==> config.mk <==
export PLATFORM = sky130hd
export DESIGN_NAME = panda_icb_arb_mux
export DESIGN_NICKNAME = d
export VERILOG_FILES = /design/src/rtl/panda_icb_arb_mux.sv
export SDC_FILE = /design/constraint.sdc
export NUM_CORES = 1
export LEC_CHECK = 0
export ABC_AREA = 1
export CORE_AREA = 2 2 205 207
export CTS_CLUSTER_SIZE = 16
export DETAILED_ROUTE_END_ITERATION = 7
export DIE_AREA = 0 0 207 209
export GPL_TIMING_DRIVEN = 0
export PLACE_DENSITY = 0.45
export SLEW_MARGIN = 20
export SYNTH_ARGS = -nofsm -noshare
export SYNTH_HDL_FRONTEND = slang
export SYNTH_SLANG_ARGS = --single-unit
==> constraint.sdc <==
create_clock -name clk -period 6.8 [get_ports clk]
set_input_delay 2.04 -clock clk [delete_from_list [all_inputs] [get_ports clk]]
set_output_delay 2.04 -clock clk [all_outputs]
set_load 0.1 [all_outputs]
==> src/rtl/panda_icb_arb_mux.sv <==
// -----------------------------------------------------------------------------
// panda_icb_arb_mux
//   N-master to 1-slave ICB interconnect. Command channels are arbitrated
//   (round-robin or fixed priority) and passed through with zero latency.
//   Granted master indices are queued in an in-order FIFO so that slave
//   responses are routed back in issue order.
//
// Parameters
//   M_NUM       number of masters (2..16)
//   ADDR_WIDTH  ICB address width
//   DATA_WIDTH  ICB data width (multiple of 8)
//   OUTSTANDING grant-ID FIFO depth (power of 2, 1..16)
//   FIXED_PRIO  0 = round-robin, 1 = fixed priority (lowest index wins)
//
// Ports
//   clk, rst_n                      clock, async active-low reset
//   m_cmd_addr/read/wdata/wmask     per-master command fields (packed, master i at slice i)
//   m_cmd_valid / m_cmd_ready       per-master command handshake
//   m_rsp_rdata/err                 per-master response fields (broadcast)
//   m_rsp_valid / m_rsp_ready       per-master response handshake
//   s_cmd_*                         slave command channel
//   s_rsp_*                         slave response channel
//   stats_clr, gnt_cnt              only when PANDA_ICB_ARB_MUX_STATS_EN is defined:
//                                   sync clear and per-master 16-bit saturating
//                                   handshake counters
// -----------------------------------------------------------------------------
module panda_icb_arb_mux #(
  parameter int M_NUM       = 4,
  parameter int ADDR_WIDTH  = 32,
  parameter int DATA_WIDTH  = 32,
  parameter int OUTSTANDING = 4,
  parameter int FIXED_PRIO  = 0
) (
  input  logic                        clk,
  input  logic                        rst_n,
`ifdef PANDA_ICB_ARB_MUX_STATS_EN
  input  logic                        stats_clr,
  output logic [M_NUM*16-1:0]         gnt_cnt,
`endif
  input  logic [M_NUM*ADDR_WIDTH-1:0] m_cmd_addr,
  input  logic [M_NUM-1:0]            m_cmd_read,
  input  logic [M_NUM*DATA_WIDTH-1:0] m_cmd_wdata,
  input  logic [M_NUM*DATA_WIDTH/8-1:0] m_cmd_wmask,
  input  logic [M_NUM-1:0]            m_cmd_valid,
  output logic [M_NUM-1:0]            m_cmd_ready,
  output logic [M_NUM*DATA_WIDTH-1:0] m_rsp_rdata,
  output logic [M_NUM-1:0]            m_rsp_err,
  output logic [M_NUM-1:0]            m_rsp_valid,
  input  logic [M_NUM-1:0]            m_rsp_ready,
  output logic [ADDR_WIDTH-1:0]       s_cmd_addr,
  output logic                        s_cmd_read,
  output logic [DATA_WIDTH-1:0]       s_cmd_wdata,
  output logic [DATA_WIDTH/8-1:0]     s_cmd_wmask,
  output logic                        s_cmd_valid,
  input  logic                        s_cmd_ready,
  input  logic [DATA_WIDTH-1:0]       s_rsp_rdata,
  input  logic                        s_rsp_err,
  input  logic                        s_rsp_valid,
  output logic                        s_rsp_ready
);

  localparam int GW = (M_NUM > 1) ? $clog2(M_NUM) : 1;
  localparam int PW = (OUTSTANDING > 1) ? $clog2(OUTSTANDING) : 1;
  localparam int CW = $clog2(OUTSTANDING + 1);
  localparam int MW = DATA_WIDTH / 8;

  typedef enum logic [0:0] {ST_ARB = 1'b0, ST_LOCK = 1'b1} state_t;

  state_t        state_r, state_nxt_s;
  logic [GW-1:0] gnt_r, gnt_s, arb_gnt_s, rr_ptr_r, head_s;
  logic [GW-1:0] fifo_mem_r [OUTSTANDING];
  logic [PW-1:0] wr_ptr_r, rd_ptr_r;
  logic [CW-1:0] count_r;
  logic          fifo_full_s, fifo_empty_s, push_s, pop_s;

  assign fifo_full_s  = (count_r == CW'(OUTSTANDING));
  assign fifo_empty_s = (count_r == CW'(0));
  assign push_s       = s_cmd_valid & s_cmd_ready;
  assign pop_s        = s_rsp_valid & s_rsp_ready;
  assign head_s       = fifo_mem_r[rd_ptr_r];
  // While locked the registered grant is used so slave fields stay stable.
  assign gnt_s        = (state_r == ST_LOCK) ? gnt_r : arb_gnt_s;

  // Arbiter: first valid index from rr_ptr upward (wrapping), or lowest index.
  always_comb begin
    logic          found_v;
    logic          hit_v;
    logic [GW:0]   sum_v;
    logic [GW-1:0] idx_v;
    arb_gnt_s = (FIXED_PRIO != 0) ? GW'(0) : rr_ptr_r;
    found_v   = 1'b0;
    hit_v     = 1'b0;
    sum_v     = '0;
    idx_v     = '0;
    for (int k = 0; k < M_NUM; k++) begin
      sum_v     = {1'b0, rr_ptr_r} + (GW+1)'(k);
      sum_v     = (sum_v >= (GW+1)'(M_NUM)) ? (sum_v - (GW+1)'(M_NUM)) : sum_v;
      idx_v     = (FIXED_PRIO != 0) ? GW'(k) : sum_v[GW-1:0];
      hit_v     = ~found_v & m_cmd_valid[idx_v];
      arb_gnt_s = hit_v ? idx_v : arb_gnt_s;
      found_v   = found_v | hit_v;
    end
  end

  // Grant FSM state register (plus held grant).
  always_ff @(posedge clk or negedge rst_n) begin
    if (!rst_n) begin
      state_r <= ST_ARB;
      gnt_r   <= '0;
    end else begin
      state_r <= state_nxt_s;
      gnt_r   <= gnt_s;
    end
  end

  // Grant FSM next state: lock on a stalled command, unlock on handshake.
  always_comb begin
    state_nxt_s = state_r;
    case (state_r)
      ST_ARB:  state_nxt_s = (s_cmd_valid & ~s_cmd_ready) ? ST_LOCK : ST_ARB;
      ST_LOCK: state_nxt_s = push_s ? ST_ARB : ST_LOCK;
      default: state_nxt_s = ST_ARB;
    endcase
  end

  // Grant FSM outputs: command mux and response demux, all gated by reset.
  always_comb begin
    s_cmd_valid  = rst_n & m_cmd_valid[gnt_s] & ~fifo_full_s;
    s_cmd_addr   = rst_n ? m_cmd_addr[gnt_s*ADDR_WIDTH +: ADDR_WIDTH] : '0;
    s_cmd_read   = rst_n & m_cmd_read[gnt_s];
    s_cmd_wdata  = rst_n ? m_cmd_wdata[gnt_s*DATA_WIDTH +: DATA_WIDTH] : '0;
    s_cmd_wmask  = rst_n ? m_cmd_wmask[gnt_s*MW +: MW] : '0;
    m_cmd_ready  = '0;
    m_cmd_ready[gnt_s] = rst_n & s_cmd_ready & ~fifo_full_s;
    m_rsp_valid  = '0;
    m_rsp_valid[head_s] = rst_n & s_rsp_valid & ~fifo_empty_s;
    s_rsp_ready  = rst_n & m_rsp_ready[head_s] & ~fifo_empty_s;
    m_rsp_rdata  = rst_n ? {M_NUM{s_rsp_rdata}} : '0;
    m_rsp_err    = rst_n ? {M_NUM{s_rsp_err}} : '0;
  end

  // Grant-ID FIFO and round-robin pointer.
  always_ff @(posedge clk or negedge rst_n) begin
    if (!rst_n) begin
      wr_ptr_r <= '0;
      rd_ptr_r <= '0;
      count_r  <= '0;
      rr_ptr_r <= '0;
      for (int i = 0; i < OUTSTANDING; i++) begin
        fifo_mem_r[i] <= '0;
      end
    end else begin
      if (push_s) begin
        fifo_mem_r[wr_ptr_r] <= gnt_s;
        wr_ptr_r <= (wr_ptr_r == PW'(OUTSTANDING-1)) ? PW'(0) : wr_ptr_r + PW'(1);
        rr_ptr_r <= (gnt_s == GW'(M_NUM-1)) ? GW'(0) : gnt_s + GW'(1);
      end else begin
        wr_ptr_r <= wr_ptr_r;
      end
      if (pop_s) begin
        rd_ptr_r <= (rd_ptr_r == PW'(OUTSTANDING-1)) ? PW'(0) : rd_ptr_r + PW'(1);
      end else begin
        rd_ptr_r <= rd_ptr_r;
      end
      case ({push_s, pop_s})
        2'b10:   count_r <= count_r + CW'(1);
        2'b01:   count_r <= count_r - CW'(1);
        default: count_r <= count_r;
      endcase
    end
  end

`ifdef PANDA_ICB_ARB_MUX_STATS_EN
  logic [15:0] cnt_r [M_NUM];

  for (genvar g = 0; g < M_NUM; g++) begin : g_stats
    // Per-master saturating handshake counter; clear beats increment.
    always_ff @(posedge clk or negedge rst_n) begin
      if (!rst_n) begin
        cnt_r[g] <= 16'h0000;
      end else if (stats_clr) begin
        cnt_r[g] <= 16'h0000;
      end else if (push_s && (gnt_s == GW'(g)) && (cnt_r[g] != 16'hFFFF)) begin
        cnt_r[g] <= cnt_r[g] + 16'h0001;
      end else begin
        cnt_r[g] <= cnt_r[g];
      end
    end
    assign gnt_cnt[g*16 +: 16] = cnt_r[g];
  end
`endif

endmodule

==> flow_summary.ini, run 1 <==
[status]
status = finished, final reports clean

[sta]
fmax_ghz = 0.1522
rsz0062_at_grt = no
maxSlewViolCount = 0
finalSetupViolCount = 0
hold_viol = 0
worstMarginPinSlew_ns = 1.052
period_minus_slack_ns = 6.569
post-route-period-util = 0.9660
final.setup_skew_ns = 0.001563
slew-limit-headroom = 0.2968

[clock_tree]
clk_latency_ns = 0.25
clk_path_buf_depth = 2
numCtsBuffers = 3
hold_buffers = 0
clk_pin_slew_ns = 0.05
post_cts_buffers = 0
cts_num_sinks = 20
cts_tree = built
htreeDepth = 1
cts-root-buf = clkbuf_16

[synth]
ys_ff_latch = 20
synth_cell_types = 33
ys_warn_count = 0
syn_area_per_cell_sq_um = 5.543
synth_area_sq_um = 5177
ys_seq_area_frac = 0.09667
synth_cells = 934
synth.largest_area_cell = o21ai_1
yosys.area.top_type_share = 0.1527
synth_area_leaders = o21ai_1 15%, buf_4 15%, nor2_1 11%
synth_nets = 1266

[layout]
multi_input_area_sq_um = 3022
fillers = 4652
stdcell_area_sq_um = 11160
syn2layout_area_growth_pct = 115.5
drive_above_1_share = 0.2154
final_nets = 1801
register_area_sq_um = 500.5
stdcell_count = 2008
utilization = 0.2702

[worst_setup_path]
endpoint_kind = output port
cp-startpoint = rst_n
endpoint = m_rsp_rdata[83]
cp-start-kind = input pin
crit_fanout = 29
path_class = in -> out
arrival_ns = 4.53
crit_required_ns = 4.76
r2r_start = rr_ptr_r[1]
r2r_end = count_r[1]
r2r_cells = 19
r2r_slack_ns = 3.79

[global_route]
grt_pass1_vias = 7629
grt_overflow = 0
antenna_found_initial = 4
grt_use_total = 0.1521
grt_max_degree = 30
grt_pass1_wl_mm = 50.49

[route]
drc = 0
firstDrtPassIters = 4
wl_per_cell_microns = 17.27
vias_per_cell = 3.818
totalWireLength_mm = 34.67
drtAntennaViolNets = 0
vias = 7666
drt_iter0_drc = 363

[place]
place_inst = 2004
hpwl_mm = 29.81
portBuffers = 531
placed_area_sq_um = 11170
place_congestion = 0.8645

[floorplan]
pin_count = 532
fp.dieW_microns = 207
dieArea_sq_um = 43260
core_sq_um = 41290
initial_core_util = 0.1254
die_h_microns = 209
rows = 75

[run]
cap_viol_max_count = 0

[worst_hold_path]
hold_class = reg -> reg
-- worst min-delay path by stage --
stage                             start       endpoint  cells after the start
after floorplan           fifo_mem_r[4]  fifo_mem_r[4]                      2
after global placement       count_r[1]     count_r[1]                      2
after detailed placement  fifo_mem_r[6]  fifo_mem_r[6]                      2
after CTS                    count_r[0]     count_r[0]                      1
after global routing         count_r[0]     count_r[0]                      1
final                     fifo_mem_r[0]  fifo_mem_r[0]                      2
-- cell type report --
cell class              instances  area share
diodes                          2   0.0004486
multi-input cells             618      0.2708
clock buffers                   3    0.006729
plain buffers                 158      0.1047
well taps                     539     0.06045
repair buffers                531      0.4655
inverters                     137     0.04643
flip-flops and latches         20     0.04486
-- cell usage after synthesis --
master    count
o21ai_1     158
nor2_1      148
nand2_1     121
buf_4       105
inv_1        93
a21oi_1      71
inv_2        42
o21ai_0      36
buf_2        27
dfrtp_1      20
o21ai_2      20
nand3_1      17
buf_6        13
clkbuf_1     11
nand2_2      11
ha_1         10
nand4_1       8
buf_8         3
nand2_4       3
nand3_2       2
o22ai_1       2
or2_2         2
a21oi_2       1
a31oi_1       1
a32oi_1       1
and3_1        1
clkinv_1      1
fa_1          1
inv_4         1
nor2_2        1
nor2_4        1
xnor2_1       1
xor2_1        1
-- cell families after synthesis --
family / count (synthesis) / share of synthesized area
AOI/OAI and AO/OA: 290 / 0.2970
xor gates and xnor gates: 2 / 0.003384
adders and majority gates: 11 / 0.02803
buffers and inverters: 296 / 0.3231
DFF: 20 / 0.09667
and+or+nand+nor: 315 / 0.2518
-- registers in the layout (all words and copies together) (netlist names), named ones only --
name / cells
gnt_r: 2
count_r: 3
wr_ptr_r: 2
fifo_mem_r: 8
rr_ptr_r: 2
rd_ptr_r: 2
-- per-layer routing --
layer | global-route usage | up-vias | part of all wire
met4 | 0.02192 | 4 | 0.016
met1 | 0.1868 | 3470 | 0.42
met2 | 0.2771 | 245 | 0.50
li1 | - | 3923 | -
met5 | 0 | - | 0.00078
met3 | 0.03186 | 24 | 0.061
-- critical path, stage by stage --
cell and delay (ns):
clkbuf_4 0.37, clkbuf_1 0.45, nand2_1 0.11, inv_1 0.26
buf_4 0.16, clkdlybuf4s50_1 1.12
-- through the flow --
step / worst slack [ns] / setup TNS (ns) / hold slack [ns]
finish: 0.2313 / 0 / 0.4774
global route: 0.03369 / 0 / 0.4965
CTS: -0.04325 / -0.08163 / 0.4792
detailed placement: -2.068 / -233.71 / 0.4654
global placement: -2.028 / -223.11 / 0.4662
floorplan: 0.05789 / 0 / 0.4417
-- cells in the final DEF, fill, tap and decap left out, types with 3 or more instances in the layout --
cell type,count
o21ai_0,36
o21ai_1,157
inv_2,42
clkbuf_16,3
buf_4,153
buf_6,30
nand4_1,8
buf_8,3
clkdlybuf4s50_1,437
nand2_2,11
a21oi_2,4
nand2_1,121
ha_1,10
o21ai_2,21
dlymetal6s2s_1,6
clkbuf_4,12
dlygate4sd2_1,13
clkbuf_1,10
dfrtp_1,20
buf_2,24
nand2_4,3
nor2_1,147
inv_1,93
a21oi_1,68
nand3_1,17
-- timing repair --
| item | in CTS | in global routing |
|---|---|---|
| endpoints found under the setup margin | 211 | 155 |
| resized for setup | 458 | 40 |
| pin swaps | 0 | 1 |
Power of run 1 is not shown: default switching activity piles up to over one toggle a cycle in this logic, so the estimate is an artifact.
==> run 2, diff against run 1 <==
--- a/config.mk
+++ b/config.mk
@@ -6,12 +6,14 @@
 export NUM_CORES = 1
 export LEC_CHECK = 0
 export ABC_AREA = 1
+export CAP_MARGIN = 10
 export CORE_AREA = 2 2 205 207
 export CTS_CLUSTER_SIZE = 16
 export DETAILED_ROUTE_END_ITERATION = 7
 export DIE_AREA = 0 0 207 209
+export DONT_BUFFER_PORTS = 1
 export GPL_TIMING_DRIVEN = 0
-export PLACE_DENSITY = 0.45
+export PLACE_DENSITY = 0.3
 export SLEW_MARGIN = 20
 export SYNTH_ARGS = -nofsm -noshare
 export SYNTH_HDL_FRONTEND = slang
==> run 2 against run 1 <==
Net effect: design area down 41%; non-clock buffer count down 530; clock-buffer cell count up 1; setup slack worse by 0.0096 ns; via count down 22%; global-route usage down 2.4 points; critical path depth down 1; core utilization down 11 points; largest cell class is now multi-input combinational cells.
==> flow_summary.ini, run 2 (synthesis results as in run 1) <==
[route]
totalWireLength_mm = 29.70
vias = 5958
drc = 0
drt_iter0_drc = 410
firstDrtPassIters = 7
wl_per_cell_microns = 20.07
vias_per_cell = 4.026
drtAntennaViolNets = 0

[worst_hold_path]
hold_path.startpoint = fifo_mem_r[3]
hold-path-endpoint = fifo_mem_r[3]
hold_class = reg -> reg
whs_path_depth = 2

[worst_setup_path]
cpPeakStageDelay_ns = 0.66
crit_required_ns = 4.76
r2r_end = count_r[2]
arrival_ns = 4.54
crit_fanout = 21
r2r_start = rr_ptr_r[1]
endpoint_kind = output port
crit_path_cell_trace = clkbuf_1 -> clkinv_2 -> clkbuf_2 -> clkbuf_4 -> a21oi_4
path_class = in -> out
r2r_cells = 24
r2r_slack_ns = 3.69
slowest_stage = a21oi_4
cp-start-kind = input pin

[layout]
syn2layout_area_growth_pct = 27.62
final_nets = 1271
final_common_cell = o21ai_1
drive_above_1_share = 0.3380
reg_top3 = fifo_mem_r x8, count_r x3
stdcell_area_sq_um = 6608
largest_reg_flops = 8
regMostFlops = fifo_mem_r
most-common-layout-cells = 158 x o21ai_1, 140 x nor2_1, 121 x nand2_1

[clock_tree]
htreeDepth = 1
numCtsBuffers = 3
cts_tree = built
hold_buffers = 0
cts-root-buf = clkbuf_16
post_cts_buffers = 0
clk_pin_slew_ns = 0.06
clk_latency_ns = 0.26
clk_path_buf_depth = 2
cts_num_sinks = 20

[sta]
setup_slack_ns = 0.2218
slew-limit-headroom = 0.2007
rsz0062_at_grt = no
hold_viol = 0
fin_tns_setup_ns = 0
post-route-period-util = 0.9674
fmax_ghz = 0.1520
finalSetupViolCount = 0
maxSlewViolCount = 0
worstMarginPinSlew_ns = 1.200
final.setup_skew_ns = 0.003386
period_minus_slack_ns = 6.578

[place]
placed_area_sq_um = 6441
portBuffers = 0
hpwl_mm = 25.38
place_congestion = 0.8451
pre_cts_ws_ns = -0.6650

[status]
status = finished, final reports clean

[floorplan]
die_h_microns = 209
fp.dieW_microns = 207
dieArea_sq_um = 43260
core_sq_um = 41290
initial_core_util = 0.1254
pin_count = 532
rows = 75

[run]
cap_viol_max_count = 0

[global_route]
grt_max_degree = 22
grt_overflow = 0
grt_use_total = 0.1279
grt_pass1_wl_mm = 41.76
antenna_found_initial = 3
grt_pass1_vias = 5771
## run 2: cell types whose count changed in the layout (fill, tap and decap cells not counted), sizes merged
| cell | delta |
|---|---|
| buf | -63 |
| clkbuf | -10 |
| clkdlybuf4s50 | -437 |
| diode | +1 |
| dlygate4sd2 | -13 |
| dlymetal6s2s | -6 |
## run 2: layer usage
metal  share of wire  vias to the layer above  track usage  wire length, microns
li1                -                     2878            -                     -
met1            0.45                     2786       0.1734                 13280
met2            0.46                      263       0.2047                 13720
met3           0.064                       31      0.02480                  1889
met4           0.027                        0      0.03818                   811
met5               0                        -            0                     0
## run 2: cell type report
cell class	count	area [sq um]
tap	539	674.4
antenna	3	7.507
buffer	159	1162
clock buffer	4	88.84
inverter	137	518.0
multi-input combinational	618	3656
sequential	20	500.5
fill	4855	34680
## run 2: worst max-delay path: cells and delay by family
| kind | cells | cell delay (ns) |
|---|---|---|
| buffers and inverters | 4 | 1.78 |
| AO/OA/AOI/OAI | 1 | 0.66 |
## run 2: worst max path at each step
| stage | startpoint | end | slack, ns | depth (start not counted) |
|---|---|---|---|---|
| floorplan | m_cmd_valid[3] | s_cmd_wdata[15] | 0.06 | 17 |
| global placement | rst_n | s_cmd_wdata[28] | -1.32 | 5 |
| detailed placement | rst_n | s_cmd_wmask[2] | -0.67 | 5 |
| CTS | rst_n | s_cmd_wdata[28] | 0.09 | 5 |
| global route | m_cmd_valid[2] | s_cmd_wdata[30] | 0.004 | 16 |
| finish | rst_n | s_cmd_wdata[28] | 0.22 | 5 |
## run 2: metrics by stage
step | instances | hold slack, ns | util
after CTS | 1477 | 0.4775 | 0.1588
final | 1480 | 0.4735 | 0.1600
after global placement | 1473 | 0.4624 | 0.1417
after global routing | 1479 | 0.5011 | 0.1600
after detailed placement | 1473 | 0.4649 | 0.1560
after floorplan | 934 | 0.4417 | -
## run 2: repair_timing
item                                    4_1_cts  5_1_grt
gates resized for setup                       6        2
endpoints found under the setup margin       38        2
gates cloned                                  0        0
Power of run 2 is left out for the same reason.
==> run 3, diff against run 2 <==
--- a/config.mk
+++ b/config.mk
@@ -14,7 +14,8 @@
 export DONT_BUFFER_PORTS = 1
 export GPL_TIMING_DRIVEN = 0
 export PLACE_DENSITY = 0.3
-export SLEW_MARGIN = 20
+export SETUP_SLACK_MARGIN = 0.1
+export SLEW_MARGIN = 10
 export SYNTH_ARGS = -nofsm -noshare
 export SYNTH_HDL_FRONTEND = slang
 export SYNTH_SLANG_ARGS = --single-unit
==> run 3 against run 2 <==
Net effect: fmax rose by 0.26%; design area fell by 0.13%; sequential share of layout area barely moved; non-clock buffer count did not move; register-to-register slack got worse by 0.03 ns; first-iteration DRC count rose by 12%; sequential cell count did not move; setup slack improved by 0.017 ns; critical endpoint is now s_cmd_addr[1]; largest cell class unchanged.
==> flow_summary.ini, run 3 (synthesis results as in run 1) <==
[sta]
hold_viol = 0
period_minus_slack_ns = 6.561
rsz0062_at_grt = yes
post-route-period-util = 0.9648
maxSlewViolCount = 0
worstMarginPinSlew_ns = 1.259
finalSetupViolCount = 0
slew-limit-headroom = 0.1613
setup_slack_ns = 0.2391
final.setup_skew_ns = 0.005345
fmax_ghz = 0.1524

[global_route]
grt_max_degree = 22
antenna_found_initial = 3
grt_overflow = 0
grt_use_total = 0.1279
grt_pass1_wl_mm = 42.21
grt_pass1_vias = 5863

[worst_setup_path]
cp.depth = 17
r2r_cells = 19
crit_required_ns = 4.76
path_class = in -> out
endpoint_kind = output port
worstPathBufferInverterCount = 4
cpPeakStageDelay_ns = 0.99
crit_fanout = 10
path_delay_family = compound AO/OA/AOI/OAI gates
arrival_ns = 4.52
crit_path_cell_trace = inv_1 -> nand2_1 -> nand2_1 -> nand2_1 -> nand2_1 -> nor2_2 -> nand2_1 -> nand2_1 -> nand2_1 -> nand2_2 -> nand2_4 -> inv_4 -> buf_2 -> o21ai_0 -> inv_1 -> o21ai_1 -> a21oi_2
cp_common_cell = nand2_1
slowest_stage = a21oi_2
cp-start-kind = input pin

[floorplan]
die_h_microns = 209
fp.dieW_microns = 207
initial_core_util = 0.1254
pin_count = 532
core_sq_um = 41290
rows = 75
dieArea_sq_um = 43260

[worst_hold_path]
hold_class = reg -> reg
whs_path_depth = 1

[layout]
largest_reg_flops = 8
syn2layout_area_growth_pct = 27.45
multi_input_area_sq_um = 3649
most-common-layout-cells = 158 x o21ai_1, 140 x nor2_1, 121 x nand2_1
register_area_sq_um = 500.5
reg_top3 = fifo_mem_r x8, count_r x3
final_common_cell = o21ai_1
stdcell_area_sq_um = 6599
drive_above_1_share = 0.3369
final_nets = 1271
regMostFlops = fifo_mem_r
stdcell_count = 1480
fillers = 4864

[route]
totalWireLength_mm = 29.93
drtAntennaViolNets = 0
drc = 0
vias_per_cell = 4.001
vias = 5922
drt_iter0_drc = 460
firstDrtPassIters = 4
wl_per_cell_microns = 20.22

[clock_tree]
numCtsBuffers = 3
post_cts_buffers = 0
cts-root-buf = clkbuf_16
clk_latency_ns = 0.25
clk_path_buf_depth = 2
htreeDepth = 1
clk_pin_slew_ns = 0.06
cts_num_sinks = 20
cts_tree = built

[status]
status = finished, final reports clean

[place]
portBuffers = 0
placed_area_sq_um = 6138
place_inst = 1473
pre_cts_ws_ns = -0.7509
place_congestion = 0.8280
hpwl_mm = 25.01

[run]
cap_viol_max_count = 0
[run 3: cell type report]
type	count	area share
inverter	137	0.07850
multi-input combinational	618	0.5529
clock buffer	4	0.01346
antenna	3	0.001138
sequential	20	0.07584
buffer	159	0.1760
tap	539	0.1022
[run 3: worst register-to-register path: cells and delay by family (launching register included)]
family / cells / cell delay [ns]
buf+inv: 3 / 0.36
simple gates: 12 / 1.08
fa+ha+maj: 2 / 0.65
flops: 1 / 0.36
compound gates: 2 / 0.61
[run 3: worst paths after layout]
path / from / end / slack (ns)
max: m_cmd_valid[0] / s_cmd_addr[1] / 0.24
min: count_r[0] / count_r[0] / 0.47
max reg2reg: rr_ptr_r[1] / count_r[1] / 3.66
min reg2reg: count_r[0] / count_r[0] / 0.47
max in group asynchronous: rst_n / fifo_mem_r[6] / 5.24
min in group asynchronous: rst_n / count_r[1] / 1.48
[run 3: metrics by stage]
stage	TNS, ns	utilization	hold slack [ns]
2_1_floorplan	0	-	0.4417
3_3_place_gp	-10.03	0.1480	0.4657
3_5_place_dp	-8.141	0.1487	0.4635
4_1_cts	0	0.1534	0.4789
5_1_grt	0	0.1598	0.5012
6_report	0	0.1598	0.4728
[run 3: layer usage]
metal  up-vias  part of all wire  track usage
li1       2875                 -            -
met1      2781              0.44       0.1699
met2       231              0.48       0.2168
met3        35             0.051      0.02029
met4         0             0.027      0.02906
met5         -                 0            0
[run 3: timing repair]
action | CTS | global route
hold buffers | 0 | 0
endpoints found under the setup margin | 25 | 47
resized for setup | 18 | 37
Power of run 3 is left out for the same reason.
